File: src/rtl/cart_banker.sv
// Cartridge bank translator for a 7800-style cart bus. It has a one-entry hit buffer and a ROM fetch FSM.
// Optional 16KB RAM window at $4000-$7FFF is built only when CART_BANKER_RAM_EN is defined.
module cart_banker #(
  parameter int ROM_AW    = 18,
  parameter int BANK_BITS = 4
) (
  input  logic                 clock,
  input  logic                 reset,
  input  logic [15:0]          address_in,
  input  logic [7:0]           din,
  input  logic                 rw,
  input  logic                 cart_cs,
  input  logic [1:0]           cart_mode,
  input  logic [BANK_BITS-1:0] bank_mask,
  input  logic [15:0]          base_offset,
  input  logic                 ram_at_4k,
  output logic                 rom_req,
  output logic [ROM_AW-1:0]    rom_address,
  input  logic                 rom_ack,
  input  logic [7:0]           rom_din,
  output logic [7:0]           dout,
  output logic                 dout_valid,
  output logic                 busy
);
  localparam int BF = ROM_AW - 14;
  localparam logic [1:0] S_IDLE  = 2'd0;
  localparam logic [1:0] S_HIT   = 2'd1;
  localparam logic [1:0] S_FETCH = 2'd2;

  logic [1:0]           state;
  logic [BANK_BITS-1:0] bank_reg;
  logic                 ent_vld, fill_ok;
  logic [ROM_AW-1:0]    ent_addr;
  logic [7:0]           ent_data;

  logic rd, wr, in_ram_win, in_rom, rom_rd, bank_wr;
  logic [BANK_BITS-1:0] bank_next, sg_bank;
  logic [3:0]           av_bank8;
  logic [1:0]           ab_bank;
  logic [15:0]          flat_a;
  logic [ROM_AW-1:0]    xlat;
  logic [7:0]           ram_rd_data;

  assign rd         = cart_cs && rw;
  assign wr         = cart_cs && !rw;
  assign in_ram_win = ram_at_4k && (address_in[15:14] == 2'b01);
  assign in_rom     = (address_in[15:14] != 2'b00) && !in_ram_win;
  assign rom_rd     = rd && in_rom;
  assign flat_a     = address_in - base_offset;

  always_comb begin
    bank_wr   = 1'b0;
    bank_next = din[BANK_BITS-1:0];
    if (wr) begin
      if ((cart_mode == 2'd1 || cart_mode == 2'd3) && address_in[15:14] == 2'b10)
        bank_wr = 1'b1;
      else if (cart_mode == 2'd2 && address_in[15:4] == 12'hFF8) begin
        bank_wr   = 1'b1;
        bank_next = BANK_BITS'(address_in[3:0]);
      end
    end
  end

  // Activision banks are 8K units. $A000 is the first byte of the switched
  // 16K bank, so the half-select within that bank is A[13] inverted.
  always_comb begin
    xlat     = '0;
    sg_bank  = '0;
    av_bank8 = '0;
    ab_bank  = '0;
    case (cart_mode)
      2'd0: xlat = ROM_AW'(flat_a);
      2'd1: begin
        case (address_in[15:14])
          2'b10:   sg_bank = bank_reg & bank_mask;
          2'b11:   sg_bank = bank_mask;
          default: sg_bank = bank_mask - 1'b1;
        endcase
        xlat = {BF'(sg_bank), address_in[13:0]};
      end
      2'd2: begin
        if (address_in >= 16'hE000)      av_bank8 = {3'b111, address_in[12]};
        else if (address_in >= 16'hA000) av_bank8 = {bank_reg[2:0], ~address_in[13]};
        else if (address_in[15:13] == 3'b010) av_bank8 = 4'd13;
        else if (address_in[15:13] == 3'b011) av_bank8 = 4'd12;
        else                                  av_bank8 = 4'd15;
        xlat = ROM_AW'({av_bank8, address_in[12:0]});
      end
      default: begin
        ab_bank = address_in[15] ? {1'b1, address_in[14]} : {1'b0, |bank_reg[1:0]};
        xlat    = ROM_AW'({ab_bank, address_in[13:0]});
      end
    endcase
  end

`ifdef CART_BANKER_RAM_EN
  logic [7:0] ram [0:16383];
  always_ff @(posedge clock)
    if (wr && in_ram_win) ram[address_in[13:0]] <= din;
  assign ram_rd_data = ram[address_in[13:0]];
`else
  logic unused_din;
  assign ram_rd_data = 8'hFF;
  assign unused_din  = ^din;
`endif

  always_ff @(posedge clock or posedge reset) begin
    if (reset) begin
      state       <= S_IDLE;
      bank_reg    <= '0;
      rom_req     <= 1'b0;
      rom_address <= '0;
      dout        <= 8'hFF;
      dout_valid  <= 1'b0;
      busy        <= 1'b0;
      ent_vld     <= 1'b0;
      ent_addr    <= '0;
      ent_data    <= 8'hFF;
      fill_ok     <= 1'b0;
    end else begin
      dout_valid <= 1'b0;
      if (bank_wr) begin
        bank_reg <= bank_next;
        ent_vld  <= 1'b0;
        fill_ok  <= 1'b0;
      end
      case (state)
        S_IDLE: begin
          if (rom_rd) begin
            if (ent_vld && ent_addr == xlat) begin
              dout       <= ent_data;
              dout_valid <= 1'b1;
              state      <= S_HIT;
            end else begin
              rom_req     <= 1'b1;
              busy        <= 1'b1;
              rom_address <= xlat;
              fill_ok     <= 1'b1;
              state       <= S_FETCH;
            end
          end else if (rd) begin
            dout       <= in_ram_win ? ram_rd_data : 8'hFF;
            dout_valid <= 1'b1;
          end
        end
        S_HIT: state <= S_IDLE;
        S_FETCH: begin
          // A bank write during the fetch leaves the fill data unusable for later hits.
          if (rom_ack) begin
            dout       <= rom_din;
            dout_valid <= 1'b1;
            rom_req    <= 1'b0;
            busy       <= 1'b0;
            ent_addr   <= rom_address;
            ent_data   <= rom_din;
            ent_vld    <= fill_ok && !bank_wr;
            state      <= S_IDLE;
          end
        end
        default: state <= S_IDLE;
      endcase
    end
  end
endmodule

File: config.mk
export PLATFORM = sky130hd
export DESIGN_NAME = cart_banker
export DESIGN_NICKNAME = d
export VERILOG_FILES = /design/src/rtl/cart_banker.sv
export SDC_FILE = /design/constraint.sdc
export NUM_CORES = 1
export LEC_CHECK = 0
export ABC_AREA = 1
export BUFFER_PORTS_ARGS = -buffer_cell sky130_fd_sc_hd__buf_2
export CAP_MARGIN = 20
export CORE_MARGIN = 2
export CORE_UTILIZATION = 48
export DETAILED_ROUTE_END_ITERATION = 6
export PLACE_DENSITY = 0.74
export SLEW_MARGIN = 20
export SYNTH_ARGS = -nofsm -noshare
export SYNTH_HDL_FRONTEND = slang
export SYNTH_SLANG_ARGS = --single-unit
File: constraint.sdc
create_clock -name clock -period 1.7 [get_ports clock]
set_input_delay 0.17 -clock clock [delete_from_list [all_inputs] [get_ports clock]]
set_output_delay 0.17 -clock clock [all_outputs]
set_load 0.02 [all_outputs]
==> qor.yml <==
wl_met1_mm: 6.137
wl_mm: 14.85
nets: 967
leakagePower_nw: 3.664
async_reset_ff_share_pct: 100.0
cts_buffer_depth: 2
via_count: 5292
cp-end-kind: "flop"
violations: "negative setup slack"
fin_tns_setup_ps: -23920
grt_pass1_vias: 5069
min_path_type: "primary input to flop"
netlist.area_leader.share_pct: 25.56
finalSetupViolCount: 31
drt_first_pass_iters: 7
final.setup.worst_slack_ps: -848.3
drt_iter0_markers: 323
initial_core_util_pct: 49.20
dieHeight_um: 100.9
rsz0062_at_grt: "yes"
ys_seq_area_share_pct: 34.90
die_w_um: 100.9
antenna_left: 0
cts_tree: "yes"
drc: 0
synth_seq_cells: 62
worstSkewPairLatency_ps: 350
portBuffers: 84
wl_met2_mm: 7.097
n_antenna_cell: 0
synth_edf_count: 0
status: "finished with violations"
overflow: 0
fin_worst_skew_ps: 12.35
num_io_pins: 89
path_clk_slew_ps: 70
cp.required_ps: 1990
maxSlewHeadroom_pct: 63.83
synth_cells: 686
antenna_found_initial: 0
ys_warn_count: 0
critPathTopFamily: "simple AND/OR/NAND/NOR gates"
worst_pin_slew_ps: 541.3
synth_area_um2: 4503
synth_flop_cell: "dfrtp_1"
place_congestion: 0.9852
path_cells: "buf_12 -> inv_12 -> ha_4 -> fa_2 -> inv_2 -> nand2_4 -> buf_6 -> nand2_2 -> nand2_2 -> nand3_2 -> nand2_2 -> nor2_1 -> nand4_1 -> nor2_2 -> nand3_2 -> nor2_2 -> nand3_2 -> o21ai_4 -> buf_12 -> buf_6 -> buf_16 -> nand3_2 -> nand2_2"
reg.largest.list: "ent_addr x18, rom_address x18"
drv_cap: 0
root_buffer: "clkbuf_8"
fin_crit_sh_pct: 149.9
grt_pass1_wl_mm: 23.23
drive_gt1_share_pct: 34.45
syn_area_per_cell_um2: 6.564
yosys.area.top_type: "dfrtp_1"
htreeDepth: 3
numCtsBuffers: 9
slew_viol_final: 0
die-area_um2: 10170
vias_per_cell: 5.266
syn_to_final_growth_pct: 43.57
grt_util_all_layers_pct: 29.00
finalHoldViolations: 0
rows: 35
synthTopCellsByArea: "dfrtp_1, nand2_1, dfstp_2"
grt_max_degree: 63
crit_buf_inv: 7
start_kind: "primary input"
synth_cell_types: 38
worst_path_max_delay_cell: "fa_2"
ir_drop_mv: 0.8274
clock-sinks: 62
worstPathArrival_ps: 2840
fmax_mhz: 392.4
post-dp-hpwl_mm: 10.25
worstSetupPathType: "primary input to flop"
synth_nets: 764
met3WireLength_um: 960
critPathMaxStageDelay_ps: 350
routedWlPerCell_um: 14.78
total_power_w: 0.006131
dr.max_layer_used: "met4"
core-area_um2: 9153
layout_min_cycle_time_ps: 2548
cellPowerDensity_nw_per_um2: 948.4
utilization_pct: 70.64
path_max_fanout: 6
area by class of cell:
cell class / instances / area (um2)
sequential: 62 / 1572
tap: 111 / 138.9
fill: 721 / 2688
inverter: 116 / 447.9
timing repair buffer: 209 / 1488
multi-input combinational: 491 / 2626
clock inverter: 4 / 47.55
clock buffer: 12 / 145.1
where the power goes:
| part | leakage [nW] | total [W] | switching, W | internal [W] |
|---|---|---|---|---|
| Combinational | 2.84 | 0.00256 | 0.00146 | 0.00110 |
| Sequential | 0.728 | 0.00226 | 0.000295 | 0.00196 |
| Clock | 0.0964 | 0.00131 | 0.000599 | 0.000714 |
final timing paths:
path,start,endpoint,slack (ps),cells after the start
worst max-delay path,address_in[0],dout[1],-850,23
worst min-delay path,rom_ack,state[1],50,2
worst max register to register,bank_reg[0],dout[1],-700,16
worst min register to register,dout[5],dout[5],470,2
max in group asynchronous,reset,ent_data[7],960,4
min in group asynchronous,reset,ent_addr[1],430,4
per-layer routing:
| metal | up-vias | global-route usage (%) |
|---|---|---|
| li1 | 2571 | - |
| met3 | 61 | 4.993 |
| met2 | 257 | 50.00 |
| met4 | 0 | 11.59 |
| met1 | 2403 | 35.97 |
| met5 | - | 0 |
cell usage in the layout (no fill, tap or decap), types with 8 or more instances in the layout:
| cell type | n |
|---|---|
| buf_2 | 82 |
| nand3_1 | 50 |
| nand3_2 | 12 |
| a21oi_1 | 25 |
| mux2_2 | 8 |
| buf_4 | 114 |
| ha_1 | 14 |
| nand3b_1 | 8 |
| dfstp_2 | 16 |
| clkbuf_8 | 10 |
| o21ai_1 | 13 |
| nor2_1 | 39 |
| inv_2 | 9 |
| inv_1 | 105 |
| nand2_2 | 14 |
| dfrtp_1 | 46 |
| o21ai_0 | 38 |
| nand2_1 | 216 |
cell usage after synthesis, drive strengths merged (8+ instances only):
library cell / count
a21oi: 26
buf: 11
dfrtp: 46
dfstp: 16
ha: 17
inv: 115
mux2: 8
nand2: 234
nand3: 62
nand3b: 8
nor2: 47
o21ai: 55
stage by stage:
step / instance area (um2) / std cells / hold WS, ps / setup WS [ps]
6_report: 6465 / 1005 / 50.25 / -848.3
5_1_grt: 6465 / 1005 / 50.04 / -935.4
4_1_cts: 6344 / 1003 / 56.33 / -627.1
3_5_place_dp: 5834 / 966 / 256.8 / -1182
3_3_place_gp: 5834 / 966 / 258.4 / -1093
2_1_floorplan: 4562 / 686 / 264.7 / -604.4
worst reg2reg max path: cells and delay by family, from the launching register on:
kind / cells / cell delay [ps]
buffers and inverters: 4 / 440
AOI/OAI and AO/OA: 4 / 640
and+or+nand+nor: 8 / 850
DFF: 1 / 400
kinds of logic after synthesis:
| kind of cell | after synthesis | share of synthesized area, % |
|---|---|---|
| AO/OA/AOI/OAI | 90 | 10.64 |
| flip-flops | 62 | 34.90 |
| XOR/XNOR | 2 | 0.3891 |
| buffers and inverters | 133 | 11.84 |
| multiplexers | 8 | 2.001 |
| adder cells (fa/ha/maj) | 18 | 5.168 |
| AND/OR/NAND/NOR | 373 | 35.07 |
repair_timing:
| item | CTS | global route |
|---|---|---|
| hold buffers | 1 | 0 |
| gates resized for setup | 30 | 27 |
| endpoints found under the hold margin | 46 | 0 |
| pin swaps | 19 | 19 |
| buffers inserted | 18 | 3 |
| gates cloned | 2 | 0 |
| setup endpoints to repair | 31 | 35 |
(Power assumes the default switching activity.)
